[config.mk]
export PLATFORM = sky130hd
export DESIGN_NAME = pc_fetch_unit_flat
export DESIGN_NICKNAME = d
export VERILOG_FILES = /design/src/rtl/pc_fetch_unit_pkg.sv /design/src/rtl/pc_fetch_unit_if.sv /design/src/rtl/pc_fetch_unit_next_pc_select.sv /design/src/rtl/pc_fetch_unit.sv /design/src/flat_wrapper.sv
export SDC_FILE = /design/constraint.sdc
export NUM_CORES = 1
export LEC_CHECK = 0
export BUFFER_PORTS_ARGS = -buffer_cell sky130_fd_sc_hd__buf_2
export CAP_MARGIN = 5
export CORE_MARGIN = 4
export CORE_UTILIZATION = 25
export DETAILED_ROUTE_END_ITERATION = 7
export PLACE_DENSITY_LB_ADDON = 0.12
export SLEW_MARGIN = 20
export SYNTH_ARGS = -nofsm -noshare
export SYNTH_HDL_FRONTEND = slang
export SYNTH_SLANG_ARGS = --single-unit
[constraint.sdc]
create_clock -name Clock -period 4.7 [get_ports Clock]
set_input_delay 0.705 -clock Clock [delete_from_list [all_inputs] [get_ports Clock]]
set_output_delay 0.705 -clock Clock [all_outputs]
set_load 0.01 [all_outputs]
[src/rtl/pc_fetch_unit_pkg.sv]
// Shared fetch-stage types and constants for the Kabeta core.
package kabeta_pkg;

  typedef enum logic [1:0] {
    BOOT,
    FETCH,
    HOLD
  } fetchState_t;

  localparam logic [31:0] RESET_VEC_DEF  = 32'h8000_0000;
  localparam logic [31:0] ILLOP_VEC_DEF  = 32'h8000_0004;
  localparam logic [31:0] IRQ_VEC_DEF    = 32'h8000_0008;
  localparam int unsigned SUPERVISOR_BIT = 31;
  localparam int unsigned INSTR_BYTES    = 4;

  function automatic logic [31:0] alignWord(input logic [31:0] addr);
    return {addr[31:2], 2'b00};
  endfunction

endpackage

[src/rtl/pc_fetch_unit_if.sv]
// Instruction-memory request/ready bus between the fetch unit and imem.
interface pc_fetch_unit_if;
  logic        IMemReq;
  logic [30:0] IMemAddr;
  logic        IMemReady;
  logic [31:0] IMemData;

  modport master (output IMemReq, output IMemAddr, input IMemReady, input IMemData);
  modport slave  (input IMemReq, input IMemAddr, output IMemReady, output IMemData);
endinterface

[src/rtl/pc_fetch_unit_next_pc_select.sv]
// Next-PC priority mux: Irq (user mode only) > IllOp > branch > sequential.
module next_pc_select
  import kabeta_pkg::*;
#(
  parameter logic [31:0] ILLOP_VEC = ILLOP_VEC_DEF,
  parameter logic [31:0] IRQ_VEC   = IRQ_VEC_DEF
) (
  input  logic [31:0] pc,
  input  logic [30:0] adderSum,
  input  logic        branchTaken,
  input  logic [31:0] branchTarget,
  input  logic        illOp,
  input  logic        irq,
  output logic        redirect,
  output logic [31:0] redirectTarget,
  output logic [31:0] seqPc
);

  logic [31:0] rawTarget;

  always_comb begin
    redirect  = 1'b0;
    rawTarget = pc;
    if (irq && !pc[SUPERVISOR_BIT]) begin
      redirect  = 1'b1;
      rawTarget = {1'b1, IRQ_VEC[30:0]};
    end else if (illOp) begin
      redirect  = 1'b1;
      rawTarget = {1'b1, ILLOP_VEC[30:0]};
    end else if (branchTaken) begin
      // A branch may drop supervisor privilege but never gain it.
      redirect  = 1'b1;
      rawTarget = {pc[SUPERVISOR_BIT] & branchTarget[SUPERVISOR_BIT], branchTarget[30:0]};
    end
    redirectTarget = alignWord(rawTarget);
    seqPc          = alignWord({pc[SUPERVISOR_BIT], adderSum});
  end

endmodule

[src/rtl/pc_fetch_unit.sv]
// PC register and single-outstanding instruction fetch stage of the Kabeta core.
module pc_fetch_unit
  import kabeta_pkg::*;
#(
  parameter logic [31:0] RESET_VEC = RESET_VEC_DEF,
  parameter logic [31:0] ILLOP_VEC = ILLOP_VEC_DEF,
  parameter logic [31:0] IRQ_VEC   = IRQ_VEC_DEF
) (
  input  logic                   Clock,
  input  logic                   Reset,
  output logic [30:0]            AdderIn,
  output logic [30:0]            AdderAddend,
  input  logic [30:0]            AdderSum,
  pc_fetch_unit_if.master        IMem,
  input  logic                   Stall,
  input  logic                   BranchTaken,
  input  logic [31:0]            BranchTarget,
  input  logic                   IllOp,
  input  logic                   Irq,
  output logic                   InstrValid,
  output logic [31:0]            Instr,
  output logic [31:0]            InstrPC,
  output logic [31:0]            InstrPCPlus4
);

  fetchState_t state, stateNext;
  logic [31:0] pc, pcNext;
  logic [31:0] pendTarget, pendTargetNext;
  logic        pendFlag, pendFlagNext;
  logic        validNext;
  logic        capture;
  logic        redirect;
  logic [31:0] redirectTarget;
  logic [31:0] seqPc;

  next_pc_select #(
    .ILLOP_VEC (ILLOP_VEC),
    .IRQ_VEC   (IRQ_VEC)
  ) u_nextPc (
    .pc             (pc),
    .adderSum       (AdderSum),
    .branchTaken    (BranchTaken),
    .branchTarget   (BranchTarget),
    .illOp          (IllOp),
    .irq            (Irq),
    .redirect       (redirect),
    .redirectTarget (redirectTarget),
    .seqPc          (seqPc)
  );

  assign AdderIn       = pc[30:0];
  assign AdderAddend   = 31'(INSTR_BYTES);
  assign IMem.IMemReq  = (state == FETCH);
  assign IMem.IMemAddr = pc[30:0];

  always_comb begin
    stateNext      = state;
    pcNext         = pc;
    pendFlagNext   = pendFlag;
    pendTargetNext = pendTarget;
    capture        = 1'b0;
    // Presented word stays valid until decode takes it.
    validNext      = InstrValid & Stall;
    unique case (state)
      BOOT: stateNext = FETCH;
      FETCH: begin
        if (IMem.IMemReady) begin
          if (redirect) begin
            pcNext       = redirectTarget;
            pendFlagNext = 1'b0;
            validNext    = 1'b0;
          end else if (pendFlag) begin
            pcNext       = pendTarget;
            pendFlagNext = 1'b0;
          end else begin
            capture   = 1'b1;
            pcNext    = seqPc;
            validNext = 1'b1;
            if (Stall) stateNext = HOLD;
          end
        end else if (redirect) begin
          // Request in flight: keep the address stable, apply the redirect on Ready.
          pendFlagNext   = 1'b1;
          pendTargetNext = redirectTarget;
        end
      end
      HOLD: begin
        if (redirect) begin
          pcNext    = redirectTarget;
          validNext = 1'b0;
          stateNext = FETCH;
        end else if (!Stall) begin
          stateNext = FETCH;
        end
      end
      default: stateNext = BOOT;
    endcase
  end

  always_ff @(posedge Clock or negedge Reset) begin
    if (!Reset) begin
      state        <= BOOT;
      pc           <= RESET_VEC;
      pendFlag     <= 1'b0;
      pendTarget   <= '0;
      InstrValid   <= 1'b0;
      Instr        <= '0;
      InstrPC      <= '0;
      InstrPCPlus4 <= '0;
    end else begin
      state      <= stateNext;
      pc         <= pcNext;
      pendFlag   <= pendFlagNext;
      pendTarget <= pendTargetNext;
      InstrValid <= validNext;
      if (capture) begin
        Instr        <= IMem.IMemData;
        InstrPC      <= pc;
        InstrPCPlus4 <= {pc[SUPERVISOR_BIT], AdderSum};
      end
    end
  end

endmodule
[src/flat_wrapper.sv]
// flat-port wrapper written by rule: the top's interface ports become plain ports
module pc_fetch_unit_flat import kabeta_pkg::*;
#(
  parameter logic [31:0] RESET_VEC = RESET_VEC_DEF,
  parameter logic [31:0] ILLOP_VEC = ILLOP_VEC_DEF,
  parameter logic [31:0] IRQ_VEC   = IRQ_VEC_DEF
)
  (Clock, Reset, AdderIn, AdderAddend, AdderSum, Stall, BranchTaken, BranchTarget, IllOp, Irq, InstrValid, Instr, InstrPC, InstrPCPlus4, IMem_IMemReq, IMem_IMemAddr, IMem_IMemReady, IMem_IMemData);
  pc_fetch_unit_if IMem_i ();
  input  logic Clock;
  input  logic Reset;
  output logic [30:0] AdderIn;
  output logic [30:0] AdderAddend;
  input  logic [30:0] AdderSum;
  input  logic Stall;
  input  logic BranchTaken;
  input  logic [31:0] BranchTarget;
  input  logic IllOp;
  input  logic Irq;
  output logic InstrValid;
  output logic [31:0] Instr;
  output logic [31:0] InstrPC;
  output logic [31:0] InstrPCPlus4;
  output wire logic [$bits(IMem_i.IMemReq)-1:0] IMem_IMemReq;
  output wire logic [$bits(IMem_i.IMemAddr)-1:0] IMem_IMemAddr;
  input wire logic [$bits(IMem_i.IMemReady)-1:0] IMem_IMemReady;
  input wire logic [$bits(IMem_i.IMemData)-1:0] IMem_IMemData;
  assign IMem_IMemReq = IMem_i.IMemReq;
  assign IMem_IMemAddr = IMem_i.IMemAddr;
  assign IMem_i.IMemReady = IMem_IMemReady;
  assign IMem_i.IMemData = IMem_IMemData;
  pc_fetch_unit #(.RESET_VEC(RESET_VEC), .ILLOP_VEC(ILLOP_VEC), .IRQ_VEC(IRQ_VEC)) u_core (.Clock(Clock), .Reset(Reset), .AdderIn(AdderIn), .AdderAddend(AdderAddend), .AdderSum(AdderSum), .IMem(IMem_i), .Stall(Stall), .BranchTaken(BranchTaken), .BranchTarget(BranchTarget), .IllOp(IllOp), .Irq(Irq), .InstrValid(InstrValid), .Instr(Instr), .InstrPC(InstrPC), .InstrPCPlus4(InstrPCPlus4));
endmodule
# ---- Yosys cells after proc, flatten, opt, wreduce, memory -nomap -nowiden
# Cells that the tools add are included.
# Widths: inputs -> output; s select.
dict set report totals {
  reg_bits 162
  wordCells 60
}
dict set report op_classes {
  reduce_logical 10
  bitwise 3
  eq_ne 9
  mux 29
}
# operator n
set ops {}
lappend ops {{$mux 32} 7}
lappend ops {{$pmux 32 s2} 1}
lappend ops {{$mux 1} 13}
lappend ops {{$mux 2} 6}
lappend ops {{$ne 2x2->1 const B} 3}
lappend ops {{$pmux 2 s3} 1}
lappend ops {{$reduce_and 3->1} 2}
lappend ops {{$reduce_and 5->1} 1}
lappend ops {{$ne 2x1->1 const B} 2}
lappend ops {{$reduce_and 4->1} 1}
lappend ops {{$reduce_bool 2->1} 2}
lappend ops {{$ne 3x1->1 const B} 1}
lappend ops {{$ne 3x2->1 const B} 1}
lappend ops {{$and 1x1->1} 2}
lappend ops {{$eq 2x1->1 const B} 1}
lappend ops {{$eq 2x2->1 const B} 1}
lappend ops {{$logic_not 2->1} 1}
lappend ops {{$pmux 1 s2} 1}
lappend ops {{$reduce_and 2->1} 1}
lappend ops {{$logic_and 1x1->1} 1}
lappend ops {{$logic_not 1->1} 1}
lappend ops {{$not 1->1} 1}

# ---- Logic depth before layout (Yosys ltp)
# Gate-level depths: netlist (run 1).
dict set report depth {
  word_depth 7
  depth_mapped 9
  mapped_depth_nobuf 6
}

# ---- By module
# A second synthesis (run 1) with hierarchy kept.
dict set report hier_totals {
  cells_unflattened 652
  hier_area_um2 8195.4
}
# mod n_inst area_per_inst_um2 cells_each
set modules_own_cells {}
lappend modules_own_cells {pc_fetch_unit 1 7393.3 543}
lappend modules_own_cells {next_pc_select 1 802.0 109}

# ---- Least setup slack after synthesis (run 1)
# Ideal clock, no wire load.
dict set report synth_timing {
  path_type {input to register}
  startpoint {input port IllOp}
  endpoint {register u_core.InstrPCPlus4[10]}
  setup_slack_ps 2511
  setup_ps 125
  path_buffers 4
  required_time_ps 4575
  arrival_ps 2063
  path_stages 8
  path_cell_list {buf_4 -> or2_4 -> nor3_2 -> and3_1 -> buf_4 -> buf_12 -> buf_12 -> mux2_4}
}
dict set report synth_via {
  elab_chain_cells 5
}
# item line_no
set synth_rtl {}
lappend synth_rtl {{start, declared} flat_wrapper.sv:18} ;# input logic IllOp;
lappend synth_rtl {{$mux 1} pc_fetch_unit_next_pc_select.sv:27} ;# end else if (illOp) begin
lappend synth_rtl {{$mux 1} pc_fetch_unit_next_pc_select.sv:24} ;# if (irq && !pc[SUPERVISOR_BIT]) begin
lappend synth_rtl {{$mux 1} pc_fetch_unit.sv:68} ;# if (redirect) begin
lappend synth_rtl {{$mux 1} pc_fetch_unit.sv:67} ;# if (IMem.IMemReady) begin
lappend synth_rtl {{$mux 1} pc_fetch_unit.sv:64} ;# unique case (state)
lappend synth_rtl {{end signal, assigned} pc_fetch_unit.sv:119} ;# InstrPCPlus4 <= {pc[SUPERVISOR_BIT], AdderSum};
lappend synth_rtl {{end, declared} pc_fetch_unit.sv:23} ;# output logic [31:0] InstrPCPlus4
# Every way passes these cells.
# A chain may end at the register's enable or synchronous reset.

# ---- Worst setup path in the final report (run 1)
dict set report layout_timing {
  startpoint {input port BranchTaken}
  endpoint {register u_core.InstrPCPlus4[24]}
}
dict set report layout_via {
  elab_chain_cells 6
}
# item line_no
set layout_rtl {}
lappend layout_rtl {{start, declared} flat_wrapper.sv:16} ;# input logic BranchTaken;
lappend layout_rtl {{$mux 1} pc_fetch_unit_next_pc_select.sv:30} ;# end else if (branchTaken) begin
lappend layout_rtl {{$mux 1} pc_fetch_unit_next_pc_select.sv:27}
lappend layout_rtl {{$mux 1} pc_fetch_unit_next_pc_select.sv:24}
lappend layout_rtl {{$mux 1} pc_fetch_unit.sv:68}
lappend layout_rtl {{$mux 1} pc_fetch_unit.sv:67}
lappend layout_rtl {{$mux 1} pc_fetch_unit.sv:64}
# Every way passes these cells.

==> impl_metrics.toml, run 1 <==
[route]
drt_iter0_markers = 272
drt_first_pass_iters = 4
vias_per_cell = 4.40
routed_wl_um = 21800
post-route-drc-count = 0
num_vias = 5342
wl_per_cell_um = 17.9
antenna_left = 0

[synthesis]
synth_top_area_cell = "dfrtp_1"
synth_area_leaders = "dfrtp_1 (49%), mux2_2 (10%), buf_4 (9.7%)"
syn_area_um2 = 8000
ys_ff_latch = 157
synth_top_area_share_pct = 48.8
syn_avg_cell_area_um2 = 12.9
synth_edf_count = 0
ys.flop_type = "dfrtp_1"
ys_seq_area_share_pct = 49.1
async_flop_share_pct = 100
synthDistinctLibCells = 40
yosysWarnings = 0
synthCells = 622

[critical_path]
cp-end-kind = "flip-flop"
path_max_fanout = 47
slowest_delay_ns = 0.80
worstPathCellList = "buf_2, or2_4, nor3_2, and3_4, buf_4, mux2_4"
critical_path_class = "in2reg"
crit_arrival_ns = 3.20
cp.required_ns = 5.02
slowest_stage = "and3_4"
start_kind = "primary input"

[floorplanning]
ios = 293
die_h_um = 187
rows = 65
start_util_pct = 25.4
die-area_um2 = 34900
fp.dieW_um = 187
core_area_um2 = 31600

[timing]
rsz0062_at_grt = "false"
finClkSkew_ns = 0.0105
fin_setup_tns_ns = 0
final_max_slew_viol_count = 0
fin_crit_ns = 2.88
worst_pin_slew_ns = 1.07
fmax_ghz = 0.347
final-setup-viol-count = 0
post-route-period-util_pct = 61.3
final.setup.worst_slack_ns = 1.82
max_slew_margin_pct = 28.1
hold_viol = 0

[status]
status = "completed"

[grt]
grt_pass1_vias = 5598
antenna_found_initial = 1
track_usage_pct = 12.4
grt_max_degree = 86
globalRoute.totalOverflow = 0
grt_pass1_wl_um = 34200

[placement]
dp_hpwl_um = 14500
place_ws_ns = 1.31
portBuffers = 253
routabilityCongestion = 0.667

[cts]
cts_setup_buffers = 0
clk-insertion-delay-late_ns = 0.44
clkTransAtPathRegs_ns = 0.07
clock-root-buffer = "clkbuf_16"
postCtsResizedCells = 0
cts_tree = "yes"
cts_buffer_depth = 2
cts_max_level = 4
cts_made_buffers = 17
cts_num_sinks = 157
ctsHoldBuffers = 0

[cells_and_area]
insertedDiodeCount = 0
seqCellArea_um2 = 3930
drive_gt1_share_pct = 52.6
area_growth_pct = 19.8
final_nets = 906
multi_input_area_um2 = 3190
n_fill_cell = 3255

[power]
combPwrFrac_pct = 37.8
pwr_density_cell_nw_per_um2 = 636
p_sw_share_pct = 35.6
p_leak_nw = 4.79
switchingPower_mw = 2.17
power.internal_mw = 3.93
p_clk_share_pct = 23.8
peakVddDrop_mv = 0.276
p_seq_share_pct = 38.4

[job]
cap_violations = 0

[worst_hold_path]
hp-class = "in2async"
[registers in the layout, summed over array words and instances (netlist names)]
name and flops:
u_core.Instr 32, u_core.InstrPC 30, u_core.InstrPCPlus4 31, u_core.InstrValid 1, u_core.pc 30, u_core.pendFlag 1
u_core.pendTarget 30, u_core.state 2
[per-layer routing]
layer,up-vias,track usage [%],part of all wire (%)
met5,-,0,0.060
met4,2,2.82,0.74
met3,9,4.91,7.3
met2,201,18.3,44
met1,2679,17.1,48
li1,2451,-,-
[area by class of cell]
class / instances / area share [%]
sequential: 157 / 41.0
multi-input combinational: 358 / 33.3
timing repair buffer: 262 / 14.1
tap: 402 / 5.25
clock buffer: 17 / 4.44
clock inverter: 15 / 1.80
inverter: 4 / 0.157
[critical path, delay by kind of cell]
family        cells  cell delay (ns)
mux               1             0.34
simple gates      3             1.30
buf+inv           2             0.79
[metrics by stage]
stage / power, mW / std cells / util (%) / hold slack (ns) / cell area, um2
final: 6.10 / 1215 / 30.4 / 0.268 / 9590
after global routing: 6.54 / 1215 / 30.4 / 0.319 / 9590
after CTS: 6.24 / 1215 / 30.4 / 0.293 / 9590
after detailed placement: 4.73 / 1183 / 28.5 / 0.481 / 8990
after global placement: 4.73 / 1183 / 28.5 / 0.467 / 8990
after floorplan: 4.08 / 657 / - / 0.409 / 8130
[cell usage after synthesis, drive strengths merged (6+ instances only)]
| library cell | instances |
|---|---|
| dfrtp | 156 |
| buf | 122 |
| mux2 | 122 |
| nand2 | 35 |
| o21ai | 33 |
| mux2i | 30 |
| a22o | 28 |
| a32o | 28 |
| clkbuf | 16 |
| nor2b | 8 |
| a21oi | 6 |
[power by group through the flow]
stage,Sequential [mW],Clock (mW),Combinational (mW)
2_1_floorplan,2.47,0,1.61
3_3_place_gp,2.38,0,2.35
3_5_place_dp,2.37,0,2.36
4_1_cts,2.36,1.52,2.37
5_1_grt,2.45,1.57,2.52
6_report,2.34,1.45,2.31
[path summary, 6_finish.rpt]
kind	depth (start not counted)	end	from	slack [ns]
max in group asynchronous	2	u_core.pendTarget[2]$_DFFE_PN0P_	Reset	3.45
max reg2reg	5	u_core.InstrPCPlus4[24]$_DFFE_PN0P_	u_core.state[1]$_DFFE_PN0P_	1.84
min in group Clock	1	u_core.pendTarget[13]$_DFFE_PN0P_	u_core.pendTarget[13]$_DFFE_PN0P_	0.49
min reg2reg	1	u_core.pendTarget[13]$_DFFE_PN0P_	u_core.pendTarget[13]$_DFFE_PN0P_	0.49
min	1	u_core.InstrPC[17]$_DFFE_PN0P_	Reset	0.27
max	6	u_core.InstrPCPlus4[24]$_DFFE_PN0P_	BranchTaken	1.82
[layout by cell type, fill, tap and decap left out, drive strengths merged, types with 2 or more instances in the layout]
master	Yosys	final
a32o	28	28
conb	2	37
buf	122	262
a21oi	6	6
clkinv	0	3
a22o	28	28
nand2	35	35
clkbuf	16	17
bufinv	0	2
nor3	3	3
nor2	2	2
clkinvlp	0	2
ha	4	4
nor2b	8	8
mux2	122	122
mux2i	30	30
inv	4	12
nand3b	2	2
o211ai	2	2
a31oi	2	2
o21ai	33	33
or2	2	2
nand2b	2	2
dfrtp	156	156
[logic make-up after synthesis]
kind of cell,share of synthesized area (%)
DFF,49.1
muxes,23.2
buffers and inverters,13.0
AOI/OAI and AO/OA,10.4
and+or+nand+nor,3.64
adders and majority gates,0.626
other,0.0939
Note: power is estimated with default switching activity, not from simulation.
==> inputs of run 2 (changes only) <==
==> constraint.sdc (replaced) <==
create_clock -name Clock -period 2.5 [get_ports Clock]
set_input_delay 0.375 -clock Clock [delete_from_list [all_inputs] [get_ports Clock]]
set_output_delay 0.375 -clock Clock [all_outputs]
set_load 0.01 [all_outputs]
==> run 2 against run 1 <==
  * Sequential share of layout area down 0.55 points
  * Critical path depth shrank 1
  * Flip-flop and latch count unchanged
  * Core utilization grew 0.42 points
  * Largest cell class unchanged
  * Largest power group unchanged
==> impl_metrics.toml, run 2 (synthesis results as in run 1) <==
[floorplanning]
die_h_um = 187
start_util_pct = 25.4
die-area_um2 = 34900
fp.dieW_um = 187
rows = 65
core_area_um2 = 31600
ios = 293

[cts]
cts_tree = "yes"
cts_max_level = 4
postCtsResizedCells = 0
clock-root-buffer = "clkbuf_16"
cts_buffer_depth = 2
cts_setup_buffers = 0
cts_num_sinks = 157
clk-insertion-delay-late_ns = 0.44
clkTransAtPathRegs_ns = 0.07
cts_made_buffers = 17

[timing]
worst_pin_slew_ns = 1.04
fmax_ghz = 0.485
whs_ns = 0.164
max_slew_margin_pct = 30.4
fin_setup_tns_ns = 0
final-setup-viol-count = 0
final.setup.worst_slack_ns = 0.439
rsz0062_at_grt = "false"
post-route-period-util_pct = 82.4
finClkSkew_ns = 0.0103
fin_crit_ns = 2.06
hold_viol = 0
final_max_slew_viol_count = 0

[cells_and_area]
final_nets = 917
largest_reg_flops = 32
final_cells = 1226
area_growth_pct = 21.5
n_fill_cell = 3269
reg_top3 = "u_core.Instr x32, u_core.InstrPCPlus4 x31"
drive_gt1_share_pct = 53.0
final_common_cell = "buf_2"
fin_util_pct = 30.8
insertedDiodeCount = 0
layout_common_cells = "buf_2 (252), dfrtp_1 (155), mux2_2 (74)"
regMostFlops = "u_core.Instr"

[grt]
grt_max_degree = 62
antenna_found_initial = 1
grt_pass1_wl_um = 34500
globalRoute.totalOverflow = 0
grt_pass1_vias = 5579
track_usage_pct = 12.5

[power]
peakVddDrop_mv = 0.511
pwr_density_cell_nw_per_um2 = 1180
p_leak_nw = 4.85

[route]
routed_wl_um = 21800
wl_per_cell_um = 17.8
antenna_left = 0
drt_first_pass_iters = 4
post-route-drc-count = 0
drt_iter0_markers = 199
vias_per_cell = 4.37
num_vias = 5359

[job]
cap_violations = 0

[critical_path]
rr_startpoint = "u_core.state[1]$_DFFE_PN0P_"
path_max_fanout = 29
cp-end-kind = "flip-flop"
r2r_end = "u_core.pendTarget[6]$_DFFE_PN0P_"
cp.required_ns = 2.82
crit_arrival_ns = 2.38
critical_path_class = "reg2reg"
rrSetupSlack_ns = 0.44
reg2reg_depth = 5
start_kind = "flip-flop"

[worst_hold_path]
min_to = "u_core.Instr[10]$_DFFE_PN0P_"
hp-class = "in2reg"
hp-start = "IMem_IMemData[10]"
min_path_cells = 2

[placement]
dp_hpwl_um = 15200
place_inst = 1193
portBuffers = 253
routabilityCongestion = 0.694
place_ws_ns = 0.384

[status]
status = "completed"
## run 2: cell types whose count changed in the layout (fill, tap and decap cells not counted)
cell | previous run | this run
clkinv_4 | 2 | 5
buf_4 | 8 | 14
clkbuf_8 | 0 | 2
dlygate4sd3_1 | 0 | 1
clkinv_2 | 1 | 2
clkbuf_1 | 0 | 1
buf_12 | 1 | 5
inv_6 | 6 | 1
inv_8 | 2 | 0
## run 2: repair_timing
| item | in CTS | in global routing |
|---|---|---|
| hold buffers | 1 | 0 |
| endpoints found under the hold margin | 36 | 0 |
| setup endpoints to repair | 0 | 0 |
## run 2: per-layer routing
metal,global-route usage (%),up-vias,part of all wire (%)
li1,-,2482,-
met1,17.6,2645,48
met2,18.2,214,43
met3,4.54,16,7.8
met4,3.58,2,1.1
met5,0,-,0.032
## run 2: cell type report
cell class / instances / area (um2) / share of cell area (%)
sequential: 157 / 3930 / 40.4
timing repair buffer: 273 / 1490 / 15.3
tap: 402 / 503 / 5.18
clock buffer: 20 / 457 / 4.70
inverter: 4 / 15.0 / 0.154
multi-input combinational: 358 / 3190 / 32.8
clock inverter: 12 / 138 / 1.42
## run 2: worst max-delay path by stage
stage	startpoint	endpoint	slack, ns	cells past startpoint
4_1_cts	u_core.state[1]$_DFFE_PN0P_	u_core.pendTarget[6]$_DFFE_PN0P_	0.39	5
2_1_floorplan	u_core.state[1]$_DFFE_PN0P_	u_core.pc[3]$_DFFE_PN0P_	0.49	7
6_report	u_core.state[1]$_DFFE_PN0P_	u_core.pendTarget[6]$_DFFE_PN0P_	0.44	5
3_3_place_gp	BranchTaken	u_core.pc[9]$_DFFE_PN0P_	0.37	6
5_1_grt	u_core.state[1]$_DFFE_PN0P_	u_core.pendTarget[24]$_DFFE_PN0P_	0.21	5
3_5_place_dp	BranchTaken	u_core.pc[20]$_DFFE_PN0P_	0.38	6
## run 2: through the flow
step	power, mW	area [um2]
floorplan	7.67	8130
global placement	8.95	9110
detailed placement	8.96	9110
CTS	11.7	9720
global route	12.3	9720
finish	11.5	9720
## run 2: worst max-delay path, stage by stage, from the launching register on
cell and delay [ns]:
dfrtp_1 0.41, inv_1 0.09, ha_1 0.29, nor2b_1 0.44
o21ai_4 0.39, a32o_1 0.32
## run 2: report_power, final
group          internal, mW  switching [mW]  leakage, nW  total [mW]
clock network          1.53            1.14        0.287        2.67
registers              3.64           0.782         2.03        4.42
logic                  2.30            2.10         2.53        4.39
total                  7.47            4.02         4.85        11.5
